## config.mk

```make
export PLATFORM = sky130hd
export DESIGN_NAME = stream_fifo
export DESIGN_NICKNAME = d
export VERILOG_FILES = /design/src/rtl/stream_fifo.sv
export SDC_FILE = /design/constraint.sdc
export NUM_CORES = 1
export LEC_CHECK = 0
export BUFFER_PORTS_ARGS = -buffer_cell sky130_fd_sc_hd__clkbuf_2
export CAP_MARGIN = 20
export CORE_ASPECT_RATIO = 1.4
export CORE_MARGIN = 2
export CORE_UTILIZATION = 40
export DETAILED_ROUTE_END_ITERATION = 16
export PLACE_DENSITY = 0.57
export SYNTH_ARGS = -nofsm -noshare
export SYNTH_HDL_FRONTEND = slang
export SYNTH_SLANG_ARGS = --single-unit
export TNS_END_PERCENT = 30
```

## constraint.sdc

```tcl
create_clock -name clk -period 2.7 [get_ports clk]
set_input_delay 0.54 -clock clk [delete_from_list [all_inputs] [get_ports clk]]
set_output_delay 0.54 -clock clk [all_outputs]
set_load 0.01 [all_outputs]
```

## src/rtl/stream_fifo.sv

```systemverilog
// rtl/stream_fifo.sv - first-word-fall-through FIFO with valid/ready on both sides
// Occupancy is tracked by an explicit count; pointers simply wrap by overflow.
module stream_fifo #(
  parameter int DATA_WIDTH = 16,
  parameter int DEPTH      = 4,
  parameter int CNT_W      = $clog2(DEPTH) + 1
) (
  input  logic                  clk,
  input  logic                  rst_n,
  input  logic                  clr,
  input  logic                  s_valid,
  output logic                  s_ready,
  input  logic [DATA_WIDTH-1:0] s_data,
  output logic                  m_valid,
  input  logic                  m_ready,
  output logic [DATA_WIDTH-1:0] m_data,
  output logic [CNT_W-1:0]      count
);

  localparam int               PTR_W    = $clog2(DEPTH);
  localparam logic [CNT_W-1:0] FULL_CNT = CNT_W'(DEPTH);

  logic [DATA_WIDTH-1:0] mem_q [DEPTH];
  logic [PTR_W-1:0]      wr_ptr_q, wr_ptr_d;
  logic [PTR_W-1:0]      rd_ptr_q, rd_ptr_d;
  logic [CNT_W-1:0]      count_q, count_d;
  logic                  push, pop;

  // Flags come from registered count only, so ready/valid never loop combinationally.
  assign s_ready = (count_q != FULL_CNT);
  assign m_valid = (count_q != '0);
  assign m_data  = mem_q[rd_ptr_q];
  assign count   = count_q;

  assign push = s_valid & s_ready;
  assign pop  = m_valid & m_ready;

  always_comb begin
    wr_ptr_d = wr_ptr_q;
    rd_ptr_d = rd_ptr_q;
    count_d  = count_q;
    if (clr) begin
      wr_ptr_d = '0;
      rd_ptr_d = '0;
      count_d  = '0;
    end else begin
      if (push) wr_ptr_d = wr_ptr_q + PTR_W'(1);
      if (pop)  rd_ptr_d = rd_ptr_q + PTR_W'(1);
      case ({push, pop})
        2'b10:   count_d = count_q + CNT_W'(1);
        2'b01:   count_d = count_q - CNT_W'(1);
        default: count_d = count_q;
      endcase
    end
  end

  always_ff @(posedge clk or negedge rst_n) begin
    if (!rst_n) begin
      wr_ptr_q <= '0;
      rd_ptr_q <= '0;
      count_q  <= '0;
    end else begin
      wr_ptr_q <= wr_ptr_d;
      rd_ptr_q <= rd_ptr_d;
      count_q  <= count_d;
    end
  end

  // A flush drops any coincident push, so the write is gated by clr as well.
  always_ff @(posedge clk or negedge rst_n) begin
    if (!rst_n) begin
      for (int i = 0; i < DEPTH; i++) mem_q[i] <= '0;
    end else if (push && !clr) begin
      mem_q[wr_ptr_q] <= s_data;
    end
  end

endmodule

```

==> metrics, run 1 <==
CTS tree yes; Core Footprint 0.00856 mm^2; CTS clk-pin slew, worst paths 0.06 ns; Fin. Hold Viols 0; wire per inst 17.8 um; non-filler cells, final 371; synthesized flop and latch total 71; IO Port Bufs 41; R2R depth 5; Synth Area in Compound Gates 1.81%; post-synthesis mux area share 34.9%; final net count 287; list of most frequent post-synthesis cells dfrtp_1, mux2_4, mux2_2; Placed Instances 355; setup violators final 0; DRC 0; clock skew 0.00472 ns; Vias/cell 5.16; area leader, netlist dfrtp_1; Synth Area in XOR/XNOR 0.992%; post-synth top area share 50.3%; Detail Route Antenna Nets 0; Bufs on Longest Clock Path 2; crit path DAT 1.74 ns; Gate Count Post-Synth 216; row cnt 40; hold_buf cts 0; Max Slew Vio Count 0; outcome complete, no violations; # fillers 733; grt ovf 0; Worst setup SP type flop; data required time of the worst path 2.16 ns; Post-CTS Repair Setup Buffers 0; min setup slack post-route 0.420 ns; fraction of layout cells with a size suffix above 1 55.3%; setup_tns 0 ns; R2R Setup Slk 0.55 ns; CP Capture Type output pin; simple-gate share of the synthesized area 6.41%; die area 0.00961 mm^2; Routed WL 6610 um; clock buffer count from CTS 9; kind of critical path flop to output pin; worst r2r src count[1]; GPL Wtd Cong 0.712; Max IR drop VDD 0.000436 V; total number of vias 1916; count leader, synth dfrtp_1; top post-synthesis cells by area dfrtp_1, mux2_4, mux4_2; # IOs 42; Worst Hold Margin 0.220 ns; largest family of logic cells by synthesized area multiplexers; 1st-iter DRT viols 53; Chip Width 83.4 um; cts repair resizes 0; Adder-Cell Fraction of Synth Area 1.98%; relative slew slack 69.4%; H-tree depth 3; Starting Density 41.3%; r2r endpoint count[1]; syn_area_per_cell 16.3 um^2; Yosys warning total 0; register area share after synthesis 50.3%; EDFF count, synth 0; final core occ 48.0%; unrepaired setup endpoints after global routing false; Max Cap Viol 0; Period minus WS final 2.28 ns; GRT Total Usage 15.2%; Synth Net Count 242; Pre-Repair DR Iteration Count 6; Netlist Area Pre-Place 0.00353 mm^2; prevailing post-synth register cell dfrtp_1; fmax 439 MHz; Sink Count 71; antenna violations before repair 0; clk_lat worst skew 0.32 ns; die span in y 115 um; Worst-Margin Slew 0.459 ns; Root Driver clkbuf_16; Period Utilization, post-route 84.4%; largest net degree at the start of global routing 72; CP max FO 9; LEAKAGE 0.00197 uW; number of antenna diodes 0; ys async rst share 100%; HPWL after detailed placement 4270 um; first-pass GRT wire length 11100 um; number of global-route vias before repair 2069; count of unique library cells instantiated by Yosys 34; Area Overhead vs Synth 16.2%; Pwr Density 981 mW/mm^2; Hold WC Path Type input pin to asynchronous set/reset pin; Setup WS pre-CTS 0.582 ns
==> cells by family (layout without fill, tap and decap cells) <==
kind of cell / Yosys count / count (layout)
adders and majority gates: 5 / 5
muxes: 80 / 80
buffers and inverters: 14 / 64
xor gates and xnor gates: 4 / 4
and+or+nand+nor: 32 / 32
DFF: 71 / 71
AOI/OAI and AO/OA: 10 / 10
==> how the worst max path moves through the flow <==
stage                 from         end  slack (ns)  cells past startpoint
2_1_floorplan     count[1]    count[1]        0.63                      5
3_3_place_gp      count[1]    count[2]        0.66                      6
3_5_place_dp      count[1]    count[1]        0.58                      5
4_1_cts        rd_ptr_q[1]  m_data[15]        0.39                      3
5_1_grt        rd_ptr_q[1]  m_data[15]        0.35                      3
6_report       rd_ptr_q[1]  m_data[15]        0.42                      3
==> through the flow <==
stage / total power [uW] / cell area, um^2
after floorplan: 2500 / 3530
final: 4020 / 4100
after global placement: 2790 / 3800
after CTS: 4080 / 4100
after global routing: 4240 / 4100
after detailed placement: 2830 / 3800
==> power by group <==
group,switching (uW),internal [uW],total [uW]
combinational,406,734,1140
clock,423,806,1230
sequential,213,1440,1650
==> sequential cells by signal, indices dropped and copies added, names as in the netlist <==
name      cells
wr_ptr_q      2
mem_q        64
count         3
rd_ptr_q      2
==> cell usage in the layout (no fill, tap or decap), drive strengths merged <==
cell     n
a211oi   1
a21oi    2
a31oi    1
a41oi    1
and2b    1
and3     1
and3b    1
buf      6
bufinv   2
clkbuf  52
clkinv   2
dfrtp   71
fa       1
ha       4
inv      2
mux2    64
mux4    16
nand2   10
nand2b   1
nand3    5
nor2     8
nor3     1
o21ai    3
o21bai   1
o221ai   1
or3      2
or3b     2
xnor2    2
xor2     2
==> layer usage <==
layer  up-vias  part of all wire (%)  global-route usage (%)
li1        885                     -                       -
met1       993                    46                    20.5
met2        32                    50                    23.7
met3         6                   2.6                    3.66
met4         0                   1.3                    6.67
met5         -                     0                       0
==> critical path: stages, from the launching register on <==
cell and delay (ns):
dfrtp_1 0.62, buf_4 0.30, mux4_2 0.34, clkbuf_2 0.15
==> cell type report <==
cell class	count	area, um^2	share of cell area [%]
Sequential cell	71	1780	43.3
Timing Repair Buffer	46	255	6.22
Tap cell	105	131	3.20
Clock buffer	12	236	5.76
Inverter	2	7.51	0.183
Clock inverter	4	70.1	1.71
Multi-Input combinational cell	131	1630	39.6
Note: power is estimated with default switching activity, not from simulation.
==> inputs of run 2 (changes only) <==
Settings changed: ABC_AREA set to 1, PLACE_DENSITY 0.57 to 0.58.
Clock period 2.7 ns to 2.33 ns, I/O delays scaled along.
==> run 2 against run 1 <==
  * Count of clock-buffer cells in the layout grew 2
  * Routed wire length grew 5.9%
  * Combinational power grew 44%
  * Core utilization shrank 0.97 points
  * Sequential power grew 24%
  * Clock skew shrank 0.0013 ns
  * Largest power group unchanged
==> metrics, run 2 <==
crit-path max cell delay 0.37 ns; wire per inst 13.6 um; Max IR drop VDD 0.000641 V; GPL Wtd Cong 0.815; clock share of power 24.7%; crit path DAT 1.67 ns; Detail Route Antenna Nets 0; syn_area_per_cell 9.00 um^2; grt ovf 0; met3 Use GR 4.34%; post-synth top area share 53.2%; fmax 467 MHz; CTS clk-pin slew, worst paths 0.05 ns; worst r2r src count[1]; CTS tree yes; Chip Width 81.2 um; Vias/cell 4.96; row cnt 39; list of most frequent post-synthesis cells nand2_1, dfrtp_1, o21ai_1; sw frac 34.8%; CP Capture Type output pin; final core occ 47.0%; synthesized flop and latch total 71; IO Port Bufs 41; prevailing post-synth register cell dfrtp_1; Pre-Repair DR Iteration Count 4; first-pass GRT wire length 11800 um; # IOs 42; Gate Count Post-Synth 371; ys async rst share 100%; Synth Net Count 397; GR Layer Usage met1 23.3%; setup_tns 0 ns; Routed WL 7000 um; EDFF count, synth 0; H-tree depth 3; sequential power share 41.8%; largest net degree at the start of global routing 72; Power Internal 3190 uW; Area Overhead vs Synth 14.6%; register area share after synthesis 53.2%; # fillers 819; number of global-route vias before repair 2483; kind of critical path flop to output pin; Max Cap Viol 0; Psw 1710 uW; Period minus WS final 2.14 ns; Yosys warning total 0; GR Util met2 26.2%; Root Driver clkbuf_16; relative slew slack 71.5%; fraction of layout cells with a size suffix above 1 18.9%; die area 0.00911 mm^2; 1st-iter DRT viols 175; Worst-Margin Slew 0.427 ns; setup violators final 0; CP max FO 22; Hold WC Path Type input pin to asynchronous set/reset pin; clk_lat worst skew 0.32 ns; count of unique library cells instantiated by Yosys 20; count leader, synth nand2_1; combinational power share 33.5%; Netlist Area Pre-Place 0.00334 mm^2; Period Utilization, post-route 91.8%; Biggest register mem_q; leading cell type in the layout, fill and taps excluded nand2_1; data required time of the worst path 1.86 ns; final net count 434; clock buffer count from CTS 9; busiest grt layer met2; most frequent cells in the layout nand2_1, dfrtp_1, o21ai_1; HPWL after detailed placement 4350 um; Sink Count 71; critical path startpoint rd_ptr_q[0]; unrepaired setup endpoints after global routing false; max FFs per register 64; Max Slew Vio Count 0; Bufs on Longest Clock Path 2; number of antenna diodes 0; top post-synthesis cells by area dfrtp_1, nand2_1, o21ai_1; Post-CTS Repair Setup Buffers 0; total number of vias 2550; clock skew 0.00343 ns; Pwr Density 1280 mW/mm^2; hold_buf cts 0; Starting Density 41.0%; Fin. Hold Viols 0; antenna violations before repair 0; LEAKAGE 0.00196 uW; area leader, netlist dfrtp_1; cts repair resizes 0; die span in y 112 um; Core Footprint 0.00815 mm^2; GRT Total Usage 17.1%; outcome complete, no violations; Worst setup SP type flop; Slowest-stage cell, CP dfrtp_1; DRC 0; cell chain of the critical path inv_1 > buf_12 > o21ai_0 > o22ai_1 > clkbuf_2
==> run 2: changes by cell type after synthesis, sizes merged, moves of 3 or more <==
cell   delta
inv      +25
nand2    +77
nor2     +28
buf       +7
mux4     -16
nand4     +3
o22ai    +16
o21ai    +95
mux2     -64
==> run 2: layout make-up <==
cell class                 count  area [um^2]  share of cell area, %
clock buffer                  14          254                   6.63
clock inverter                 1         5.00                  0.131
inverter                      27          101                   2.65
multi-input combinational    252         1290                   33.7
sequential                    71         1780                   46.4
tap                          102          128                   3.33
timing repair buffer          47          275                   7.19
==> run 2: path summary, 6_finish.rpt <==
check	end	slack, ns	cells after the start
setup reg to reg	count[2]	0.27	12
hold / removal	mem_q[26]	0.16	2
max in group asynchronous	mem_q[12]	1.86	2
hold reg to reg	mem_q[28]	0.48	2
setup / recovery	m_data[5]	0.19	5
min in group clk	rd_ptr_q[0]	0.43	3
==> run 2: layer usage <==
| metal | vias to the layer above | share of wire, % |
|---|---|---|
| met2 | 53 | 47 |
| li1 | 1301 | - |
| met1 | 1189 | 47 |
| met5 | - | 0 |
| met4 | 0 | 1.4 |
| met3 | 7 | 4.8 |
==> run 2: logic make-up (layout without fill, tap and decap cells) <==
family / count (synthesis) / after routing / synth area share, %
adder cells (fa/ha/maj): 5 / 5 / 2.10
XOR/XNOR: 1 / 1 / 0.262
buffers and inverters: 48 / 89 / 8.21
AND/OR/NAND/NOR: 129 / 129 / 16.7
AO/OA/AOI/OAI: 117 / 117 / 19.5
flip-flops: 71 / 71 / 53.2
==> run 2: per-stage QoR <==
stage	power (uW)	std cells	cell area [um^2]	hold WS (ns)	setup WS [ns]
after global placement	3690	499	3570	0.459	0.367
after CTS	4970	514	3830	0.177	0.142
after detailed placement	3740	499	3570	0.464	0.280
final	4900	514	3830	0.164	0.190
after global routing	5310	514	3830	0.196	0.0630
after floorplan	3190	371	3340	0.170	0.335
==> run 2: worst max-delay path: cells and delay by family (launching register included) <==
kind / cells / cell delay, ns
AOI/OAI and AO/OA: 2 / 0.26
buffers and inverters: 3 / 0.72
DFF: 1 / 0.37
==> run 2: power by group through the flow <==
stage                     clock (uW)  sequential [uW]  combinational [uW]
final                           1210             2050                1640
after global routing            1300             2120                1890
after CTS                       1250             2050                1670
after detailed placement           0             2060                1670
after global placement             0             2050                1640
after floorplan                    0             2010                1190
==> inputs of run 3 (changes only) <==
Settings changed: ABC_AREA 1 to not set, PLACE_DENSITY 0.58 to 0.57.
==> run 3 against run 2 <==
  * Worst setup slack barely moved
  * Final area rose by 7.9%
  * Die area rose by 5.5%
  * Non-clock buffer count fell by 1
  * Sequential power fell by 7%
==> metrics, run 3 (synthesis gave the netlist of run 1 again) <==
outcome complete, no violations; GRT Total Usage 14.7%; setup violators final 0; die area 0.00961 mm^2; setup_tns 0 ns; Hold WC Path Type input pin to asynchronous set/reset pin; row cnt 40; 1st-iter DRT viols 117; CTS tree yes; worst r2r src count[0]; Post-CTS Repair Setup Buffers 0; Worst-Margin Slew 0.718 ns; fmax 467 MHz; GPL Wtd Cong 0.734; die span in y 115 um; CP max FO 11; grt ovf 0; Max Cap Viol 0; Period minus WS final 2.14 ns; fraction of layout cells with a size suffix above 1 56.4%; antenna violations before repair 0; unrepaired setup endpoints after global routing false; kind of critical path flop to flop; most frequent cells in the layout dfrtp_1, mux2_4, clkbuf_2; first-pass GRT wire length 10800 um; number of global-route vias before repair 2076; non-filler cells, final 371; Routed WL 6400 um; Core Footprint 0.00856 mm^2; H-tree depth 3; # fillers 740; IO Port Bufs 41; clk_lat worst skew 0.33 ns; wire per inst 17.2 um; Detail Route Antenna Nets 0; hold_buf cts 0; cts repair resizes 0; Pwr Density 1140 mW/mm^2; Period Utilization, post-route 91.8%; Sink Count 71; CP Capture Type flop; leading cell type in the layout, fill and taps excluded dfrtp_1; relative slew slack 52.1%; HPWL after detailed placement 4040 um; DRC 0; Biggest register mem_q; critical path startpoint count[0]; max FFs per register 64; Max Slew Vio Count 0; Root Driver clkbuf_16; crit path DAT 2.39 ns; largest net degree at the start of global routing 72; clock buffer count from CTS 9; Starting Density 41.3%; Pre-Repair DR Iteration Count 4; Area Overhead vs Synth 17.0%; CTS clk-pin slew, worst paths 0.06 ns; Chip Width 83.4 um; number of antenna diodes 0; total number of vias 1887; Max IR drop VDD 0.000510 V; data required time of the worst path 2.58 ns; # IOs 42; Vias/cell 5.09; Worst setup SP type flop; clock skew 0.00291 ns; Bufs on Longest Clock Path 2; LEAKAGE 0.00198 uW; Placed Instances 355; final net count 287; Fin. Hold Viols 0
==> run 3: changes by cell type in the layout (fill, tap and decap cells not counted), moves of 12 or more <==
cell / change
nor2_1: -26
o22ai_1: -16
nand2_1: -75
o21ai_1: -52
mux2_2: +24
inv_1: -25
o21ai_2: -12
o21ai_0: -31
mux2_4: +40
mux4_2: +16
==> run 3: through the flow <==
step | util [%] | area (um^2) | setup WS (ns) | power (uW) | hold slack [ns]
floorplan | - | 3530 | 0.265 | 2890 | 0.170
global placement | 44.5 | 3810 | 0.219 | 3250 | 0.483
detailed placement | 44.5 | 3810 | 0.165 | 3280 | 0.488
CTS | 48.3 | 4130 | 0.171 | 4780 | 0.171
global route | 48.3 | 4130 | 0.0497 | 4960 | 0.188
finish | 48.3 | 4130 | 0.190 | 4710 | 0.130
==> run 3: cell type report <==
cell class	instances	area (um^2)	share of cell area, %
repair buffers	46	268	6.48
multi-input cells	131	1630	39.4
clock buffers	10	239	5.78
well taps	105	131	3.18
inverters	2	7.51	0.182
flip-flops and latches	71	1780	43.0
clock inverters	6	83.8	2.03
==> run 3: path summary, 6_finish.rpt <==
path	to	slack (ns)	cells past startpoint
min reg2reg	mem_q[15]	0.50	1
max reg2reg	count[2]	0.19	6
max	count[2]	0.19	6
min	mem_q[46]	0.13	2
max in group asynchronous	mem_q[39]	1.86	2
min in group clk	mem_q[3]	0.42	2
==> run 3: power breakdown <==
| part | internal (uW) | switching, uW |
|---|---|---|
| registers | 1670 | 239 |
| clock network | 961 | 506 |
| logic | 859 | 470 |
| total | 3490 | 1210 |
==> run 3: worst max-delay path, stage by stage, from the launching register on <==
cell	delay, ns
dfrtp_1	0.49
or3_2	0.54
and3_1	0.22
fa_1	0.41
nand2_1	0.10
o221ai_1	0.11
a31oi_1	0.19
==> run 3: layer usage <==
metal,vias to the layer above,share of wire (%),global-route usage [%]
li1,885,-,-
met1,964,45,19.0
met2,28,50,23.6
met3,10,3.1,3.45
met4,0,2.0,7.21
met5,-,0,0
